## src/rtl/servo_pkg.sv

```systemverilog
`default_nettype none
// ============================================================================
//  Module      : servo_pkg
//  Description : Shared types and default constants for the servo path
//                (mode FSM, slew limiter, PWM generators).
//  Revision    : 1.0  initial release
// ============================================================================
package servo_pkg;

  // Slew limiter sequencing state
  typedef enum logic [0:0] {
    IDLE = 1'b0,
    MOVE = 1'b1
  } state_t;

  // Default position constants shared across the servo blocks
  localparam int DATA_WIDTH_DEF = 16;
  localparam int POS_INIT_DEF   = 90;
  localparam int POS_MAX_DEF    = 180;

endpackage
`default_nettype wire

```

## src/rtl/servo_slew_limiter_if.sv

```systemverilog
`default_nettype none
// ============================================================================
//  Module      : servo_slew_limiter_if
//  Description : Valid/ready target-set channel into the slew limiter.
//  Revision    : 1.0  initial release
// ============================================================================
interface servo_slew_limiter_if #(
  parameter int DATA_WIDTH = 16
);
  logic                  tgt_valid;
  logic                  tgt_ready;
  logic [DATA_WIDTH-1:0] tgt_x;
  logic [DATA_WIDTH-1:0] tgt_y;
  logic [DATA_WIDTH-1:0] tgt_z;

  modport master (output tgt_valid, tgt_x, tgt_y, tgt_z, input tgt_ready);
  modport slave  (input tgt_valid, tgt_x, tgt_y, tgt_z, output tgt_ready);
endinterface
`default_nettype wire

```

## src/rtl/servo_axis_stepper.sv

```systemverilog
`default_nettype none
// ============================================================================
//  Module      : servo_axis_stepper
//  Description : One axis of the slew limiter. Holds the current position and
//                moves it toward the target by at most STEP codes per step.
//  Revision    : 1.0  initial release
// ============================================================================
module servo_axis_stepper #(
  parameter int DATA_WIDTH = 16,
  parameter int STEP       = 1,
  parameter int POS_INIT   = 90
) (
  input  wire logic                  clk,
  input  wire logic                  rst_n,
  input  wire logic                  step_en,
  input  wire logic [DATA_WIDTH-1:0] tgt,
  output logic      [DATA_WIDTH-1:0] pos,
  output logic                       at_target,
  output logic                       last_step
);

  localparam logic [DATA_WIDTH-1:0] STEP_C = DATA_WIDTH'(STEP);
  localparam logic [DATA_WIDTH-1:0] INIT_C = DATA_WIDTH'(POS_INIT);

  logic [DATA_WIDTH-1:0] pos_r;
  logic [DATA_WIDTH-1:0] diff;
  logic [DATA_WIDTH-1:0] delta;
  logic                  below;

  // Unsigned distance to target (larger minus smaller, never wraps)
  // and the bounded step size
  always_comb begin
    below = pos_r < tgt;
    diff  = below ? (tgt - pos_r) : (pos_r - tgt);
    delta = (diff > STEP_C) ? STEP_C : diff;
  end

  // Position register: one bounded step per enabled tick
  always_ff @(posedge clk or negedge rst_n) begin
    if (!rst_n) begin
      pos_r <= INIT_C;
    end else if (step_en) begin
      if (below) pos_r <= pos_r + delta;
      else       pos_r <= pos_r - delta;
    end
  end

  assign pos       = pos_r;
  assign at_target = (pos_r == tgt);
  // This step lands exactly on the target (or it is already there)
  assign last_step = (diff <= STEP_C);

endmodule
`default_nettype wire

```

## src/rtl/servo_slew_limiter.sv

```systemverilog
`default_nettype none
// ============================================================================
//  Module      : servo_slew_limiter
//  Description : Rate-limits three servo position commands. Captures a clamped
//                target set, walks each axis toward it by at most STEP codes
//                per tick, and buffers one further set while a move runs.
//  Revision    : 1.0  initial release
// ============================================================================
module servo_slew_limiter
  import servo_pkg::*;
#(
  parameter int DATA_WIDTH = DATA_WIDTH_DEF,
  parameter int TICK_DIV   = 500000,
  parameter int STEP       = 1,
  parameter int POS_MAX    = POS_MAX_DEF,
  parameter int POS_INIT   = POS_INIT_DEF
) (
  input  wire logic             clk,
  input  wire logic             rst_n,
  input  wire logic             en,
  servo_slew_limiter_if.slave   tgt,
  output logic [DATA_WIDTH-1:0] pos_x,
  output logic [DATA_WIDTH-1:0] pos_y,
  output logic [DATA_WIDTH-1:0] pos_z,
  output logic                  settled
);

  localparam int                    CNT_W  = (TICK_DIV > 2) ? $clog2(TICK_DIV) : 1;
  localparam logic [CNT_W-1:0]      CNT_LAST = CNT_W'(TICK_DIV - 1);
  localparam logic [DATA_WIDTH-1:0] MAX_C  = DATA_WIDTH'(POS_MAX);
  localparam logic [DATA_WIDTH-1:0] INIT_C = DATA_WIDTH'(POS_INIT);

  function automatic logic [DATA_WIDTH-1:0] clamp(input logic [DATA_WIDTH-1:0] v);
    return (v > MAX_C) ? MAX_C : v;
  endfunction

  state_t                     state;
  logic [CNT_W-1:0]           cnt;
  logic                       pend_valid;
  logic [2:0][DATA_WIDTH-1:0] tgt_r;
  logic [2:0][DATA_WIDTH-1:0] pend_r;
  logic [2:0][DATA_WIDTH-1:0] set_c;
  logic [2:0][DATA_WIDTH-1:0] pos_w;
  logic [2:0]                 last_step;
  logic [2:0]                 at_target_unused;

  logic tick;
  logic step_en;
  logic done;
  logic xfer;
  logic set_eq_pos;
  logic set_eq_tgt;

  assign set_c[0] = clamp(tgt.tgt_x);
  assign set_c[1] = clamp(tgt.tgt_y);
  assign set_c[2] = clamp(tgt.tgt_z);

  assign tgt.tgt_ready = !pend_valid;
  assign xfer          = tgt.tgt_valid && !pend_valid;
  assign tick          = en && (cnt == CNT_LAST);
  assign step_en       = tick && (state == MOVE);
  assign done          = step_en && (&last_step);
  assign set_eq_pos    = (set_c == pos_w);
  // On completion the new positions equal the old targets
  assign set_eq_tgt    = (set_c == tgt_r);

  // Tick prescaler: free-runs while enabled, held at zero otherwise
  always_ff @(posedge clk or negedge rst_n) begin
    if (!rst_n)               cnt <= '0;
    else if (!en)             cnt <= '0;
    else if (cnt == CNT_LAST) cnt <= '0;
    else                      cnt <= cnt + 1'b1;
  end

  // IDLE/MOVE sequencer with target and one-deep pending register
  always_ff @(posedge clk or negedge rst_n) begin
    if (!rst_n) begin
      state      <= IDLE;
      pend_valid <= 1'b0;
      tgt_r      <= {3{INIT_C}};
      pend_r     <= {3{INIT_C}};
    end else begin
      case (state)
        IDLE: begin
          if (xfer) begin
            tgt_r <= set_c;
            state <= set_eq_pos ? IDLE : MOVE;
          end
        end
        MOVE: begin
          if (done) begin
            if (pend_valid) begin
              tgt_r      <= pend_r;
              pend_valid <= 1'b0;
            end else if (xfer) begin
              tgt_r <= set_c;
              state <= set_eq_tgt ? IDLE : MOVE;
            end else begin
              state <= IDLE;
            end
          end else if (xfer) begin
            pend_r     <= set_c;
            pend_valid <= 1'b1;
          end
        end
        default: state <= IDLE;
      endcase
    end
  end

  generate
    for (genvar a = 0; a < 3; a++) begin : g_axis
      servo_axis_stepper #(
        .DATA_WIDTH (DATA_WIDTH),
        .STEP       (STEP),
        .POS_INIT   (POS_INIT)
      ) u_axis (
        .clk       (clk),
        .rst_n     (rst_n),
        .step_en   (step_en),
        .tgt       (tgt_r[a]),
        .pos       (pos_w[a]),
        .at_target (at_target_unused[a]),
        .last_step (last_step[a])
      );
    end
  endgenerate

  assign pos_x   = pos_w[0];
  assign pos_y   = pos_w[1];
  assign pos_z   = pos_w[2];
  assign settled = (state == IDLE) && !pend_valid;

endmodule
`default_nettype wire

```

## src/flat_wrapper.sv

```systemverilog
// flat-port wrapper written by rule: the top's interface ports become plain ports
module servo_slew_limiter_flat import servo_pkg::*;
#(
  parameter int DATA_WIDTH = DATA_WIDTH_DEF,
  parameter int TICK_DIV   = 500000,
  parameter int STEP       = 1,
  parameter int POS_MAX    = POS_MAX_DEF,
  parameter int POS_INIT   = POS_INIT_DEF
)
  (clk, rst_n, en, pos_x, pos_y, pos_z, settled, tgt_tgt_valid, tgt_tgt_x, tgt_tgt_y, tgt_tgt_z, tgt_tgt_ready);
  servo_slew_limiter_if #(.DATA_WIDTH(DATA_WIDTH)) tgt_i ();
  input  wire logic clk;
  input  wire logic rst_n;
  input  wire logic en;
  output logic [DATA_WIDTH-1:0] pos_x;
  output logic [DATA_WIDTH-1:0] pos_y;
  output logic [DATA_WIDTH-1:0] pos_z;
  output logic settled;
  input wire logic [$bits(tgt_i.tgt_valid)-1:0] tgt_tgt_valid;
  input wire logic [$bits(tgt_i.tgt_x)-1:0] tgt_tgt_x;
  input wire logic [$bits(tgt_i.tgt_y)-1:0] tgt_tgt_y;
  input wire logic [$bits(tgt_i.tgt_z)-1:0] tgt_tgt_z;
  output wire logic [$bits(tgt_i.tgt_ready)-1:0] tgt_tgt_ready;
  assign tgt_i.tgt_valid = tgt_tgt_valid;
  assign tgt_i.tgt_x = tgt_tgt_x;
  assign tgt_i.tgt_y = tgt_tgt_y;
  assign tgt_i.tgt_z = tgt_tgt_z;
  assign tgt_tgt_ready = tgt_i.tgt_ready;
  servo_slew_limiter #(.DATA_WIDTH(DATA_WIDTH), .TICK_DIV(TICK_DIV), .STEP(STEP), .POS_MAX(POS_MAX), .POS_INIT(POS_INIT)) u_core (.clk(clk), .rst_n(rst_n), .en(en), .tgt(tgt_i), .pos_x(pos_x), .pos_y(pos_y), .pos_z(pos_z), .settled(settled));
endmodule
```

## config.mk

```make
export PLATFORM = sky130hd
export DESIGN_NAME = servo_slew_limiter_flat
export DESIGN_NICKNAME = d
export VERILOG_FILES = /design/src/rtl/servo_pkg.sv /design/src/rtl/servo_slew_limiter_if.sv /design/src/rtl/servo_axis_stepper.sv /design/src/rtl/servo_slew_limiter.sv /design/src/flat_wrapper.sv
export SDC_FILE = /design/constraint.sdc
export NUM_CORES = 1
export LEC_CHECK = 0
export CAP_MARGIN = 20
export CORE_UTILIZATION = 51
export CTS_CLUSTER_SIZE = 12
export DETAILED_ROUTE_END_ITERATION = 8
export PLACE_DENSITY = 0.77
export SYNTH_ARGS = -nofsm -noshare
export SYNTH_HDL_FRONTEND = slang
export SYNTH_HIERARCHICAL = 1
export SYNTH_SLANG_ARGS = --single-unit
```

## constraint.sdc

```tcl
create_clock -name clk -period 18.7 [get_ports clk]
set_clock_uncertainty 0.2 [all_clocks]
set_input_delay 2.805 -clock clk [delete_from_list [all_inputs] [get_ports clk]]
set_output_delay 2.805 -clock clk [all_outputs]
set_load 0.01 [all_outputs]
```

==> qor.yml <==
total_die_area_sq_um: 32400
end_kind: "register"
htree_num_levels: 4
worstPathArrival_ns: 7.70
hold_buffer_count_at_cts: 0
worst-r2r-setup-slack_ns: 11.10
detailroute.via_count: 15800
hold_depth: 2
power.static_leakage_uw: 0.00751
max_slew.worst_pin.slew_ns: 1.11
max_cap_violations: 0
fp.dieH_microns: 180
postRouteWirelength_mm: 51.3
routed_antenna_nets: 0
clockRootBuffer: "clkbuf_16"
slowest_delay_ns: 0.82
min_delay_worst_endpoint: "u_core/pend_r[37]$_DFFE_PN0P_"
rr_startpoint: "u_core/tgt_r[16]$_DFFE_PN0P_"
crit_path_max_fanout: 20
post_cts.resized_instances: 0
drv_slew: 0
slew_headroom_pct: 25.9
cp.buffers_inverters: 3
critPathSlowestCell: "and2_1"
cts_sinks: 165
post-route-period-util_pct: 40.6
hpwl_reported_at_the_end_of_detailed_placement_mm: 39.0
drt_drc_violations_left: 0
achievable-frequency_mhz: 132
synthesis.nets: 2172
syn_inst: 1969
drtIter0Drc: 1428
post_cts.repair.setup_buffers: 0
launching_element_type_of_the_critical_path: "register"
pin_count: 102
routed_wire_length_per_instance_microns: 21.1
worstReg2RegEnd: "u_core/g_axis[1].u_axis/pos[12]$_DFFE_PN0P_"
clkLatencyLatePin_ns: 0.45
worstPathRequired_ns: 18.80
totalNegativeSetupSlack_ns: 0
clkTransAtPathRegs_ns: 0.08
drive_gt1_share_pct: 9.20
grt_overflow_total: 0
hold_path.class: "register to register"
peakVddDrop_v: 0.0000611
port_buffers: 101
synth.avg_cell_area_sq_um: 8.20
timing.hold.worst.start: "u_core/pend_r[37]$_DFFE_PN0P_"
setup_viol: 0
placed_area_sq_um: 17400
fin_crit_ns: 7.60
drt-pass1-iter-count: 7
antenna_found_initial: 1
grt_setup_unrepaired: "false"
place.gp.congestion: 0.980
fin_nets: 2223
synth_area_sq_um: 16200
critPathMostFrequentCell: "ha_1"
crit_family: "simple AND/OR/NAND/NOR gates"
critical_path.cell_chain: "ha_1 > inv_1 > fa_1 > a211oi_2 > o21ai_2 > nand4_1 > and2_1 > mux4_2 > nor4_4 > nand2_2 > inv_2 > ha_1 > nand2b_1 > ha_1 > nor2b_1 > o21ai_0 > a21boi_0 > o21ai_0 > a21oi_1 > o21a_1 > o311ai_0 > clkbuf_2 > a2111o_1 > o221ai_1"
power_density_nw_per_um2: 43.2
yosysWarningCount: 6
worst_r2r_path_depth: 24
finalHoldViolCount: 0
floorplan.initialDensity_pct: 52.3
setup.worst_path.class: "register to register"
flow.area_growth_from_synthesis_pct: 11.5
placementRows: 64
cts_tree: "yes"
die_x_microns: 180
clk_path_buf_depth: 2
run_status: "finished, final reports clean"
core_region_sq_um: 30900
fin_area_sq_um: 18000
grt_start_max_net_pins: 93
cts_made_buffers: 17
vias_per_cell: 6.49
holdWs_ns: 0.280
globalRouteTotalUtil_pct: 31.7
vias_in_the_first_global_route: 15000
wire_length_of_the_first_global_routing_pass_mm: 82.2
==> power by group <==
| group | internal (uW) | switching [uW] | total (uW) |
|---|---|---|---|
| clock network | 206 | 181 | 387 |
| registers | 357 | 0.559 | 358 |
| logic | 13.3 | 19.2 | 32.4 |
| total | 577 | 201 | 778 |
==> worst register-to-register path: cells and delay by family (launching register included) <==
kind	cells	cell delay, ns
compound gates	10	2.13
fa+ha+maj	4	1.33
buf+inv	3	0.40
flops	1	0.54
mux	1	0.70
simple gates	6	2.19
==> through the flow <==
step / power [uW] / worst slack [ns] / instances / utilization (%)
after floorplan: 372 / 12.60 / 1969 / -
after global placement: 397 / 11.01 / 2395 / 56.2
after detailed placement: 397 / 11.01 / 2395 / 56.2
after CTS: 781 / 10.84 / 2427 / 58.2
after global routing: 799 / 10.55 / 2429 / 58.3
final: 778 / 11.10 / 2430 / 58.3
==> metal layers <==
metal  vias to the layer above  global-route usage, %  share of wire [%]
li1                       7314                      -                  -
met1                      7689                   43.2                 45
met4                         0                   10.2                2.9
met3                        94                   4.23                6.2
met5                         -                      0                  0
met2                       670                   51.8                 46
==> state kept, by name, summed over array words and instances (netlist names) <==
signal / flops
u_core/g_axis.u_axis/pos: 48
u_core/pend_r: 48
u_core/tgt_r: 48
u_core/cnt: 19
u_core/pend_valid: 1
u_core/state: 1
==> cell type report <==
cell class	count	area, sq um
Multi-Input combinational cell	1586	11100
Timing Repair Buffer	111	1080
Sequential cell	165	4170
Clock buffer	17	425
Fill cell	2829	12900
Antenna cell	1	2.50
Tap cell	396	495
Clock inverter	15	208
Inverter	139	522
==> worst max-delay path by stage <==
| stage | cells after the start | to | slack, ns | from |
|---|---|---|---|---|
| 6_report | 24 | u_core/g_axis[1].u_axis/pos[12]$_DFFE_PN0P_ | 11.10 | u_core/tgt_r[16]$_DFFE_PN0P_ |
| 3_3_place_gp | 23 | u_core/g_axis[1].u_axis/pos[12]$_DFFE_PN0P_ | 11.01 | u_core/tgt_r[16]$_DFFE_PN0P_ |
| 4_1_cts | 23 | u_core/g_axis[1].u_axis/pos[12]$_DFFE_PN0P_ | 10.84 | u_core/tgt_r[16]$_DFFE_PN0P_ |
| 2_1_floorplan | 25 | u_core/g_axis[2].u_axis/pos[12]$_DFFE_PN0P_ | 12.60 | u_core/g_axis[2].u_axis/pos[0]$_DFFE_PN0P_ |
| 3_5_place_dp | 23 | u_core/g_axis[1].u_axis/pos[12]$_DFFE_PN0P_ | 11.01 | u_core/tgt_r[16]$_DFFE_PN0P_ |
| 5_1_grt | 24 | u_core/g_axis[1].u_axis/pos[12]$_DFFE_PN0P_ | 10.55 | u_core/tgt_r[16]$_DFFE_PN0P_ |
==> cell usage in the layout (no fill, tap or decap), drive strengths merged, types with 27 or more instances in the layout <==
cell type,instances
a211oi,27
a21o,33
a21oi,146
and2,45
clkdlybuf4s50,100
dfrtp,129
dfstp,36
ha,142
inv,146
nand2,193
nand2b,30
nand3,47
nor2,129
nor3,42
nor4,39
o21a,32
o21ai,148
xnor2,38
xor2,46
(Power assumes the default switching activity.)
==> RTL change, RTL diff (config.mk and constraints unchanged) <==
`TICK_DIV` is set to 500000 in 2 places; all go to 125000.
--- a/src/rtl/servo_slew_limiter.sv
+++ b/src/rtl/servo_slew_limiter.sv
@@ -11,5 +11,5 @@
 #(
   parameter int DATA_WIDTH = DATA_WIDTH_DEF,
-  parameter int TICK_DIV   = 500000,
+  parameter int TICK_DIV   = 125000,
   parameter int STEP       = 1,
   parameter int POS_MAX    = POS_MAX_DEF,
--- a/src/flat_wrapper.sv
+++ b/src/flat_wrapper.sv
@@ -3,5 +3,5 @@
 #(
   parameter int DATA_WIDTH = DATA_WIDTH_DEF,
-  parameter int TICK_DIV   = 500000,
+  parameter int TICK_DIV   = 125000,
   parameter int STEP       = 1,
   parameter int POS_MAX    = POS_MAX_DEF,
Formal check against the unedited RTL: no difference found for any inputs over 4 cycles, from zero or initial values and one cycle with rst_n low; that may be too few to reach the edited logic, so the function may still have changed.
==> RTL change against the original RTL <==
Critical endpoint unchanged; highest routed layer unchanged; sequential cell count fell by 2; synthesized area fell by 2.3%; setup slack better by 21 ps; design area decreased by 2.5%; wire length fell by 4.8%; fmax up 0.28%; critical path type unchanged.
Power is not compared: it rests on default switching activity, and its combinational part moved more than twofold at a synthesized area within 25%.
==> RTL change: results (changes against the original RTL) <==
----------------------------------------------------
[Cells and area]
  Non-clock inverter count in the final layout ... 145 (+4.3%)
  Fraction of layout cells with a size suffix above 1 ... 9.705% (+0.51 points)
  Number of nets in the layout ... 2158 (-2.9%)
  Total of plain and repair buffers excluding clock buffers ... 107 (-3.6%)
  Multi-input gate share of total cell area ... 61.18% (-0.45 points)
  Layout multi-input combinational cell count ... 1521 (-4.1%)
  Relative area of non-clock buffer cells in the final design ... 6.022% (about the same)
  Sequential cell count ... 163 (-1.2%)
  Proportion of cell area spent on the clock network ... 3.385% (-0.13 points)
  Storage cell area ... 4124 um2 (-1.2%)
  Filler Cell Count ... 2806 (-0.81%)
  Antenna diode count ... 0 (-1)

[Global routing]
  Initial antenna violation count ... 0 (-1)
  Global-route usage over all layers ... 30.73% (-0.93 points)
  Maximum number of pins on one net before global-route repair ... 88 (-5.4%)
  Number of global-route vias before repair ... 14090 (-5.8%)
  First-pass GRT wire length ... 76.30 mm (-7.2%)

[Timing]
  Clock period minus worst slack ... 7577 ps (-21.30 ps)
  Max-slew headroom at the worst pin ... 31.06% (+5.2 points)
  Hold Slack ... 282.1 ps (+1.649 ps)

[Route]
  Via count normalized by instance count ... 6.454 (-0.53%)
  DR iter-0 viols ... 1434 (+0.42%)
  Final routed wire length divided by cell count ... 20.63 um (-2.2%)
  First-pass detailed-route iteration total ... 6 (-1)

[Worst setup path]
  Worst r2r src ... u_core/g_axis[1].u_axis/pos[0]
  Arr. time, crit path ... 7690 ps (about the same)
  Worst setup path endpoint ... u_core/g_axis[1].u_axis/pos[12]
  Worst setup path start ... u_core/g_axis[1].u_axis/pos[0]
  Setup slack of the worst register-to-register path ... 11120 ps (+20 ps)

[Logic synthesis]
  Post-Synthesis Net Count ... 2114 (-2.7%)
  Number of cells produced by synthesis ... 1911 (-2.9%)

[Floorplan]
  Tap cells ... 396 (unchanged)

[Clock network]
  Maximum buffer depth of the clock tree ... 2 (unchanged)
  Clock Latency Late Sink ... 440 ps

[Placed design]
  Routability cong. ... 0.9746 (-0.58%)
  Final HPWL from detailed placement ... 36.94 mm (-5.2%)
  Total cell area at the placement stage ... 16960 um2 (-2.3%)

[Outcome]
  Result of the run ... finished, final reports clean

----------------------------------------------------
-- RTL change: stage by stage --
step,util [%],instances
floorplan,-,1911
global placement,55.59,2332
detailed placement,55.59,2332
CTS,57.54,2364
global route,57.54,2364
finish,57.54,2364
-- RTL change: per-layer routing --
metal  vias up  global-route usage [%]  wire [um]
met4         0                   7.942        928
met2       705                   49.97      22650
met5         -                       0          0
met1      7362                   42.28      21590
met3        76                   4.777       3608
li1       7115                       -          -
-- RTL change: critical path, stage by stage (launching register included) --
cell and delay, ps:
dfrtp_1 490, inv_1 160, ha_1 190, inv_1 60, fa_1 430, a211oi_2 260
o21ai_2 160, nand4_1 160, and2_1 780, mux4_2 690, nor4_4 370, nand2_2 250
inv_2 90, ha_1 270, nand2b_1 150, ha_1 290, nor2b_1 150, o21ai_0 250
a21boi_0 180, o21ai_0 260, a21oi_1 140, o21a_1 240, o311ai_0 850, a2111o_1 260
o221ai_1 100
